===== src/rtl/vx_axi_read_slave.sv =====
// AXI4 read slave: queued AR bursts are expanded into word reads on a simple memory port,
// and memory data is re-joined with per-beat metadata to return R beats in order.
module vx_axi_read_slave #(
  parameter int unsigned AXI_DATA_WIDTH  = 512,
  parameter int unsigned AXI_ADDR_WIDTH  = 32,
  parameter int unsigned AXI_TID_WIDTH   = 8,
  parameter int unsigned REQ_QUEUE_DEPTH = 4,
  parameter int unsigned RSP_BUF_DEPTH   = 4
) (
  input  logic                      clk,
  input  logic                      reset,
  input  logic                      s_axi_arvalid,
  output logic                      s_axi_arready,
  input  logic [AXI_ADDR_WIDTH-1:0] s_axi_araddr,
  input  logic [AXI_TID_WIDTH-1:0]  s_axi_arid,
  input  logic [7:0]                s_axi_arlen,
  input  logic [2:0]                s_axi_arsize,
  input  logic [1:0]                s_axi_arburst,
  input  logic [1:0]                s_axi_arlock,
  input  logic [3:0]                s_axi_arcache,
  input  logic [2:0]                s_axi_arprot,
  input  logic [3:0]                s_axi_arqos,
  input  logic [3:0]                s_axi_arregion,
  output logic                      s_axi_rvalid,
  input  logic                      s_axi_rready,
  output logic [AXI_DATA_WIDTH-1:0] s_axi_rdata,
  output logic                      s_axi_rlast,
  output logic [AXI_TID_WIDTH-1:0]  s_axi_rid,
  output logic [1:0]                s_axi_rresp,
  output logic                      mem_req_valid,
  input  logic                      mem_req_ready,
  output logic [AXI_ADDR_WIDTH-$clog2(AXI_DATA_WIDTH/8)-1:0] mem_req_addr,
  input  logic                      mem_rsp_valid,
  input  logic [AXI_DATA_WIDTH-1:0] mem_rsp_data
);

  localparam int unsigned SizeLog2 = $clog2(AXI_DATA_WIDTH / 8);
  localparam int unsigned WordW    = AXI_ADDR_WIDTH - SizeLog2;
  localparam int unsigned QW       = $clog2(REQ_QUEUE_DEPTH);
  localparam int unsigned BW       = $clog2(RSP_BUF_DEPTH);

  logic unused_ok;
  assign unused_ok = ^{s_axi_araddr, s_axi_arlock, s_axi_arcache, s_axi_arprot, s_axi_arqos,
                       s_axi_arregion};

  // Request queue: legality is decided at acceptance so only err/fixed flags are stored.
  logic [WordW-1:0]         rq_word  [REQ_QUEUE_DEPTH];
  logic [AXI_TID_WIDTH-1:0] rq_id    [REQ_QUEUE_DEPTH];
  logic [7:0]               rq_len   [REQ_QUEUE_DEPTH];
  logic                     rq_fixed [REQ_QUEUE_DEPTH];
  logic                     rq_err   [REQ_QUEUE_DEPTH];
  logic [QW-1:0]            rq_wr_q, rq_rd_q;
  logic [QW:0]              rq_cnt_q;
  logic                     rq_push, rq_pop, rq_full, rq_empty, ar_err, rst_done_q;

  assign rq_full       = (rq_cnt_q == (QW+1)'(REQ_QUEUE_DEPTH));
  assign rq_empty      = (rq_cnt_q == '0);
  assign s_axi_arready = rst_done_q && !rq_full;
  assign rq_push       = s_axi_arvalid && s_axi_arready;
  assign ar_err        = !((s_axi_arburst == 2'b00 || s_axi_arburst == 2'b01) &&
                           s_axi_arsize == 3'(SizeLog2));

  always_ff @(posedge clk or posedge reset) begin
    if (reset) begin
      rst_done_q <= 1'b0;
      rq_wr_q    <= '0;
      rq_rd_q    <= '0;
      rq_cnt_q   <= '0;
    end else begin
      rst_done_q <= 1'b1;
      if (rq_push) rq_wr_q <= rq_wr_q + QW'(1);
      if (rq_pop)  rq_rd_q <= rq_rd_q + QW'(1);
      rq_cnt_q <= rq_cnt_q + (QW+1)'(rq_push) - (QW+1)'(rq_pop);
    end
  end

  always_ff @(posedge clk) begin
    if (rq_push) begin
      rq_word[rq_wr_q]  <= s_axi_araddr[AXI_ADDR_WIDTH-1:SizeLog2];
      rq_id[rq_wr_q]    <= s_axi_arid;
      rq_len[rq_wr_q]   <= s_axi_arlen;
      rq_fixed[rq_wr_q] <= (s_axi_arburst == 2'b00);
      rq_err[rq_wr_q]   <= ar_err;
    end
  end

  // Burst engine on the queue head
  logic [7:0] beat_q;
  logic       issue, beat_last, hd_err, mq_full;

  assign hd_err        = rq_err[rq_rd_q];
  assign beat_last     = (beat_q == rq_len[rq_rd_q]);
  assign mem_req_valid = !rq_empty && !hd_err && !mq_full;
  assign mem_req_addr  = rq_fixed[rq_rd_q] ? rq_word[rq_rd_q]
                                           : rq_word[rq_rd_q] + WordW'(beat_q);
  assign issue         = !rq_empty && !mq_full && (hd_err || mem_req_ready);
  assign rq_pop        = issue && beat_last;

  always_ff @(posedge clk or posedge reset) begin
    if (reset) begin
      beat_q <= '0;
    end else if (issue) begin
      beat_q <= beat_last ? 8'd0 : beat_q + 8'd1;
    end
  end

  // Metadata FIFO (one entry per issued beat) and data FIFO (one per memory response)
  logic [AXI_TID_WIDTH-1:0]  mq_id   [RSP_BUF_DEPTH];
  logic                      mq_last [RSP_BUF_DEPTH];
  logic                      mq_err  [RSP_BUF_DEPTH];
  logic [AXI_DATA_WIDTH-1:0] dq_data [RSP_BUF_DEPTH];
  logic [BW-1:0]             mq_wr_q, mq_rd_q, dq_wr_q, dq_rd_q;
  logic [BW:0]               mq_cnt_q, dq_cnt_q;
  logic                      mq_empty, dq_empty, mq_hd_err, r_fire, dq_pop;

  assign mq_full   = (mq_cnt_q == (BW+1)'(RSP_BUF_DEPTH));
  assign mq_empty  = (mq_cnt_q == '0);
  assign dq_empty  = (dq_cnt_q == '0);
  assign mq_hd_err = mq_err[mq_rd_q];
  assign r_fire    = s_axi_rvalid && s_axi_rready;
  assign dq_pop    = r_fire && !mq_hd_err;

  always_ff @(posedge clk or posedge reset) begin
    if (reset) begin
      mq_wr_q  <= '0;
      mq_rd_q  <= '0;
      mq_cnt_q <= '0;
      dq_wr_q  <= '0;
      dq_rd_q  <= '0;
      dq_cnt_q <= '0;
    end else begin
      if (issue)         mq_wr_q <= mq_wr_q + BW'(1);
      if (r_fire)        mq_rd_q <= mq_rd_q + BW'(1);
      if (mem_rsp_valid) dq_wr_q <= dq_wr_q + BW'(1);
      if (dq_pop)        dq_rd_q <= dq_rd_q + BW'(1);
      mq_cnt_q <= mq_cnt_q + (BW+1)'(issue) - (BW+1)'(r_fire);
      dq_cnt_q <= dq_cnt_q + (BW+1)'(mem_rsp_valid) - (BW+1)'(dq_pop);
    end
  end

  always_ff @(posedge clk) begin
    if (issue) begin
      mq_id[mq_wr_q]   <= rq_id[rq_rd_q];
      mq_last[mq_wr_q] <= beat_last;
      mq_err[mq_wr_q]  <= hd_err;
    end
    if (mem_rsp_valid) dq_data[dq_wr_q] <= mem_rsp_data;
  end

  // Outputs are forced to zero whenever no beat is presented, which also covers reset.
  assign s_axi_rvalid = !mq_empty && (mq_hd_err || !dq_empty);
  assign s_axi_rid    = s_axi_rvalid ? mq_id[mq_rd_q] : '0;
  assign s_axi_rlast  = s_axi_rvalid && mq_last[mq_rd_q];
  assign s_axi_rresp  = (s_axi_rvalid && mq_hd_err) ? 2'b10 : 2'b00;
  assign s_axi_rdata  = (s_axi_rvalid && !mq_hd_err) ? dq_data[dq_rd_q] : '0;

endmodule


===== config.mk =====
export PLATFORM = sky130hd
export DESIGN_NAME = vx_axi_read_slave
export DESIGN_NICKNAME = d
export VERILOG_FILES = /design/src/rtl/vx_axi_read_slave.sv
export SDC_FILE = /design/constraint.sdc
export NUM_CORES = 2
export LEC_CHECK = 0
export CORE_MARGIN = 5
export CORE_UTILIZATION = 45
export CTS_CLUSTER_DIAMETER = 50
export DETAILED_ROUTE_END_ITERATION = 7
export DONT_BUFFER_PORTS = 1
export PLACE_DENSITY = 0.67
export SLEW_MARGIN = 20
export SYNTH_ARGS = -nofsm -noshare
export SYNTH_HDL_FRONTEND = slang
export SYNTH_SLANG_ARGS = --single-unit

===== constraint.sdc =====
create_clock -name clk -period 11.9 [get_ports clk]
set_input_delay 1.19 -clock clk [delete_from_list [all_inputs] [get_ports clk]]
set_output_delay 1.19 -clock clk [all_outputs]
set_load 0.05 [all_outputs]

=== After elaboration in Yosys (flattened, before gate mapping) ===
Memory sizes are Yosys's and may differ from the RTL's.
Cells that the tools add are included.

* Multipliers: 0
* Bitwise logic cells: 0
* Muxes and demuxes: 11
* Eq/ne operators: 5
* Reduce and logical (&&, ||, !) cells: 29
* Magnitude comparators: 0
* Div/mod/pow operators: 0
* $add $sub $neg: 14
* Shift operators: 0

{| class="wikitable"
|+ Operator list
! cell !! count
|-
| $mux 512 || 1
|-
| $add 26x8->26 || 1
|-
| $mux 26 || 1
|-
| $mux 8 || 2
|-
| $logic_and 1x1->1 || 14
|-
| $add 2x1->2 const B || 6
|-
| $add 3x1->3 || 3
|-
| $eq 3x3->1 const B || 3
|-
| $logic_not 3->1 || 3
|-
| $sub 3x1->3 || 3
|-
| $add 8x1->8 const B || 1
|-
| $eq 8x8->1 || 1
|-
| $logic_not 1->1 || 8
|-
| $mux 1 || 6
|-
| $logic_or 1x1->1 || 3
|-
| $eq 2x1->1 const B || 1
|-
| $logic_not 2->1 || 1
|-
| $mux 2 || 1
|}

* Flip-flop bits (word level): 30
* Word-level logic and storage cells: 79
* Bits in writable memories: 2264
* Input port bits: 588
* Memory bits (read-only): 0
* Latch bits: 0
* Memories: 9
* Output and inout bits: 552

{| class="wikitable"
|+ Memory list
! name !! words !! width !! rd ports !! clocked after Yosys merged registers in !! write ports !! RTL line !! source
|-
| dq_data || 4 || 512 || 1 || 0 || 1 || 111 || <nowiki>logic [AXI_DATA_WIDTH-1:0] dq_data [RSP_BUF_DEPTH];</nowiki>
|-
| rq_word || 4 || 26 || 1 || 0 || 1 || 47 || <nowiki>logic [WordW-1:0] rq_word [REQ_QUEUE_DEPTH];</nowiki>
|-
| mq_id || 4 || 8 || 1 || 0 || 1 || 108 || <nowiki>logic [AXI_TID_WIDTH-1:0] mq_id [RSP_BUF_DEPTH];</nowiki>
|-
| rq_id || 4 || 8 || 1 || 0 || 1 || 48 || <nowiki>logic [AXI_TID_WIDTH-1:0] rq_id [REQ_QUEUE_DEPTH];</nowiki>
|-
| rq_len || 4 || 8 || 1 || 0 || 1 || 49 || <nowiki>logic [7:0] rq_len [REQ_QUEUE_DEPTH];</nowiki>
|-
| mq_err || 4 || 1 || 1 || 0 || 1 || 110 || <nowiki>logic mq_err [RSP_BUF_DEPTH];</nowiki>
|-
| 3 more memories || - || - || - || - || - || - ||
|}

=== Depth between registers and ports, before layout ===
* Depth in word-level cells: 7
* Depth in mapped cells: 13

=== Worst setup path before layout ===
Ideal clock, no wire load.

* Path type: input -> register
* Start: input port mem_rsp_valid
* End: memory dq_data[0][0] (enable)
* Arrival: 12.681 ns
* Setup slack: -1.722 ns
* Data required time: 10.959 ns
* Buffers on the path: 0
* Setup time: 0.941 ns
* Stages: 1
* Cells stage by stage: and2_1

* Cells in the longest elaborated chain, start to end: 2

{| class="wikitable"
|+ Ends and longest elaborated chain
! element !! RTL line !! source
|-
| start: declaration || 33 || <nowiki>input logic mem_rsp_valid,</nowiki>
|-
| $mux 1 || 147 || <nowiki>if (mem_rsp_valid) dq_data[dq_wr_q] <= mem_rsp_data;</nowiki>
|-
| $mux 1 (implied by the code) || 147 ||
|-
| end: declaration || 111 ||
|}

Every way passes these cells.

=== Worst setup path in the final report ===
* Start: register rq_rd_q[1]
* End: output port mem_req_addr[17]

* Cells in the longest elaborated chain, start to end: 3
* Elaborated cells between the ends (all ways): 4
* Classes of those cells: 1 x add/sub; 1 x mux; 2 x memory

{| class="wikitable"
|+ Ends and longest elaborated chain
! element !! RTL line !! source
|-
| start: declaration || 52 || <nowiki>logic [QW-1:0] rq_wr_q, rq_rd_q;</nowiki>
|-
| start signal: assignment || 72 || <nowiki>if (rq_pop) rq_rd_q <= rq_rd_q + QW'(1);</nowiki>
|-
| $mem_v2 4x26 || - ||
|-
| $add 26x8->26 || 95 || <nowiki>: rq_word[rq_rd_q] + WordW'(beat_q);</nowiki>
|-
| $mux 26 (*) || 94 || <nowiki>assign mem_req_addr = rq_fixed[rq_rd_q] ? rq_word[rq_rd_q]</nowiki>
|-
| end: declaration || 32 || <nowiki>output logic [AXI_ADDR_WIDTH-$clog2(AXI_DATA_WIDTH/8)-1:0] mem_req_addr,</nowiki>
|}

Mark *: on every way between the ends. The rest lies on a longest branch, timed or not.

==> results.yml <==
critical_path:
  timing.setup.critical_path_class: "flip-flop to primary output"
  crit_path_start: "rq_rd_q[1]$_DFFE_PP0P_"
  timing.rr.start: "rq_rd_q[0]$_DFFE_PP0P_"
  critPathArrivalTime_ns: 4.86
  r2r_slack_ns: 7.84
  critPathCaptureType: "primary output"
  critical_path_required_ns: 10.71
  crit_end: "mem_req_addr[17]"
  r2r_path_end: "mq_cnt_q[2]$_DFF_PP0_"
  path_max_fanout: 45
  cp-start-kind: "flip-flop"
  worst-r2r-cell-count: 8
floorplanning:
  coreArea_sq_um: 194000
  top_level_ports: 1140
  fp.dieArea_sq_um: 203000
  initial_utilization: 0.451
  fp.dieW_um: 451
  die_h_um: 451
  num_rows: 162
sta:
  maxSlewViolCount: 0
  grt_setup_unrepaired: "false"
  clock.fmax_mhz: 165
  setup_viol: 0
  relSlewSlack: 0.199
  tightestPinTransition_ns: 1.20
  fin_hold_ws_ns: 0.352
  post-route-worst-setup-slack_ns: 5.85
  layout_worst_path_cycle_share: 0.508
  final-hold-violation-count: 0
  layout_min_cycle_time_ns: 6.05
  finalClockSkew_ns: 0.0356
cells_and_area:
  final_layout_size_suffix_gt1_frac: 0.240
  area.sequential_sq_um: 68700
  syn2layout_area_growth_pct: 11.7
  fillers: 15100
  finish.instance_area_sq_um: 97800
  multiInputGateArea_sq_um: 18000
  fin_nets: 4550
synth:
  synthesis.instances: 3837
  postSynth.asyncResetShare: 0.0131
  synth_xor_xnor_area_share: 0.00500
  yosysTopAreaCellShare: 0.776
  synth_area_leader_cell: "edfxtp_1"
  syn_area_sq_um: 87600
  synth_top_family_by_area: "multiplexers"
  yosys_most_used_dff: "edfxtp_1"
  synth_simple_gate_area_frac: 0.0458
  mappedNetlistNets: 4456
  synth_area_per_cell_sq_um: 22.8
  synth_area_leaders: "edfxtp_1, mux4_2, and2_1"
  synth.yosys.warnings: 0
  synth_fa_ha_area_frac: 0.00477
  ys_types: 59
  synth-compound-area-share: 0.00296
  synth.mux.area_fraction: 0.146
  count_of_flip_flops_with_a_built_in_enable_after_synthesis: 2264
  synth_sequential_area_ratio: 0.785
  synth_seq_cells: 2294
run:
  maxCapViolCount: 0
clock_network:
  clk_pin_slew_worst_paths_ns: 0.06
  cts_tree: "yes"
  cts_hold_buffers: 0
  numClockSinks: 2294
  clkLatencyLatePin_ns: 0.84
  htree_num_levels: 4
  post-cts-setup-buffer-count: 0
  cts-root-buf: "clkbuf_16"
  numCtsBuffers: 227
  postCtsResizedCells: 0
  maximum_root_to_sink_buffer_count: 3
routing:
  post_drt_via_cell_ratio: 5.73
  drc: 0
  wl_met3_mm: 20.6
  detail-route-antenna-nets: 0
  wl_met1_mm: 73.8
  route.detailed.wl_per_inst_um: 31.3
  drtIter0Drc: 3460
  top_layer_used: "met5"
  routed_wl_mm: 209
  drt-pass1-iter-count: 5
  met2_wirelength_from_detailed_routing_mm: 106
  routed-via-count: 38300
hold_path:
  hp-class: "primary input to async pin"
placed_design:
  post-dp-hpwl_mm: 139
  gp_congestion: 0.858
  portBuffers: 0
  placement.setup.worst_slack_ns: 6.50
  place_area_sq_um: 90600
grt:
  grt_antenna_before_repair: 30
  grt_overflow_total: 0
  first_global_vias: 39600
  global_route.usage.total: 0.202
  grt_pass1_wl_mm: 296
  grt_start_max_net_pins: 201
status:
  outcome: "complete, no violations"
worst max-delay path, stage by stage (launching register included):
cell,delay (ns)
dfrtp_2,0.33
buf_4,0.51
mux4_2,0.46
ha_1,0.31
a211oi_1,0.24
o21ai_0,0.22
a21oi_1,0.87
nor3_1,0.13
xnor2_1,0.92
Yosys cell counts (2+ instances only):
master,number
nand2_1,34
o211ai_1,3
nor4_2,4
xnor2_1,14
buf_1,47
conb_1,2
xnor2_2,7
fa_1,4
nor4b_2,2
ha_1,27
mux2_2,2
nor3_1,14
or2_2,3
nand4_4,2
buf_4,3
and2_1,531
mux4_1,8
dfrtp_1,30
xor2_1,23
edfxtp_1,2264
o211ai_2,2
nand3_1,8
a21oi_1,9
nor3_4,2
clkbuf_1,113
nor2b_1,4
inv_1,26
o31ai_1,2
nor4_1,2
mux4_2,558
nor2_1,12
buf_2,22
o21ai_0,19
and3_1,6
nor3b_1,4
layer usage:
metal | vias up | global-route usage
met4 | 4 | 0.0727
met5 | - | 0
li1 | 15900 | -
met2 | 1557 | 0.338
met3 | 366 | 0.0788
met1 | 20400 | 0.240
through the flow:
step	utilization	setup TNS, ns	cells
after detailed placement	0.467	0	6244
after CTS	0.504	0	6671
after global routing	0.504	0	6676
after floorplan	-	-881.88	3837
after global placement	0.467	0	6244
final	0.504	0	6678
final cells by class:
class | count | area share
Antenna cell | 7 | 0.000179
Clock buffer | 274 | 0.0606
Clock inverter | 153 | 0.0133
Inverter | 26 | 0.000998
Multi-Input combinational cell | 1329 | 0.184
Sequential cell | 2294 | 0.703
Tap cell | 2542 | 0.0325
Timing Repair Buffer | 53 | 0.00602
cells in the final DEF, fill, tap and decap left out, drive strengths merged, types with 4 or more instances in the layout:
master / Yosys / layout
diode: 0 / 7
nand2: 35 / 35
nor2: 13 / 13
nor3b: 4 / 4
o211ai: 5 / 5
inv: 26 / 42
fa: 4 / 4
and2: 531 / 531
buf: 75 / 53
bufinv: 0 / 12
ha: 27 / 27
xnor2: 21 / 21
nor4: 6 / 6
nor3: 17 / 17
xor2: 23 / 23
clkbuf: 113 / 274
clkinv: 0 / 113
a21oi: 9 / 9
dfrtp: 30 / 30
mux4: 566 / 566
nor2b: 5 / 5
and3: 6 / 6
edfxtp: 2264 / 2264
nand3: 8 / 8
clkinvlp: 0 / 12
o21ai: 20 / 20
worst min-delay path by stage:
stage | from | endpoint | slack (ns) | depth (start not counted)
after floorplan | rq_cnt_q[2]$_DFF_PP0_ | rq_cnt_q[2]$_DFF_PP0_ | 0.46 | 1
after global placement | rq_cnt_q[2]$_DFF_PP0_ | rq_cnt_q[2]$_DFF_PP0_ | 0.48 | 1
after detailed placement | rq_cnt_q[2]$_DFF_PP0_ | rq_cnt_q[2]$_DFF_PP0_ | 0.51 | 1
after CTS | reset | dq_wr_q[1]$_DFFE_PP0P_ | 0.28 | 2
after global routing | reset | dq_rd_q[0]$_DFFE_PP0P_ | 0.35 | 2
final | reset | dq_rd_q[0]$_DFFE_PP0P_ | 0.35 | 2
cells by family after synthesis:
logic type / Yosys count
flip-flops: 2294
AND/OR/NAND/NOR: 640
multiplexers: 569
buffers and inverters: 214
XOR/XNOR: 44
AO/OA/AOI/OAI: 43
adder cells (fa/ha/maj): 31
other: 2
registers in the layout (all words and copies together), names as in the netlist:
signal / count
rq_rd_q: 2
rst_done_q: 1
mq_err: 4
dq_rd_q: 2
rq_wr_q: 2
mq_wr_q: 2
rq_err: 4
dq_wr_q: 2
mq_id: 32
mq_cnt_q: 3
rq_word: 104
rq_fixed: 4
dq_cnt_q: 3
rq_len: 32
mq_rd_q: 2
dq_data: 2048
beat_q: 8
rq_id: 32
rq_cnt_q: 3
mq_last: 4
Power is left out: the tool's default activity adds up to more than one toggle a clock period on the data nets, which glitch-free logic cannot reach.
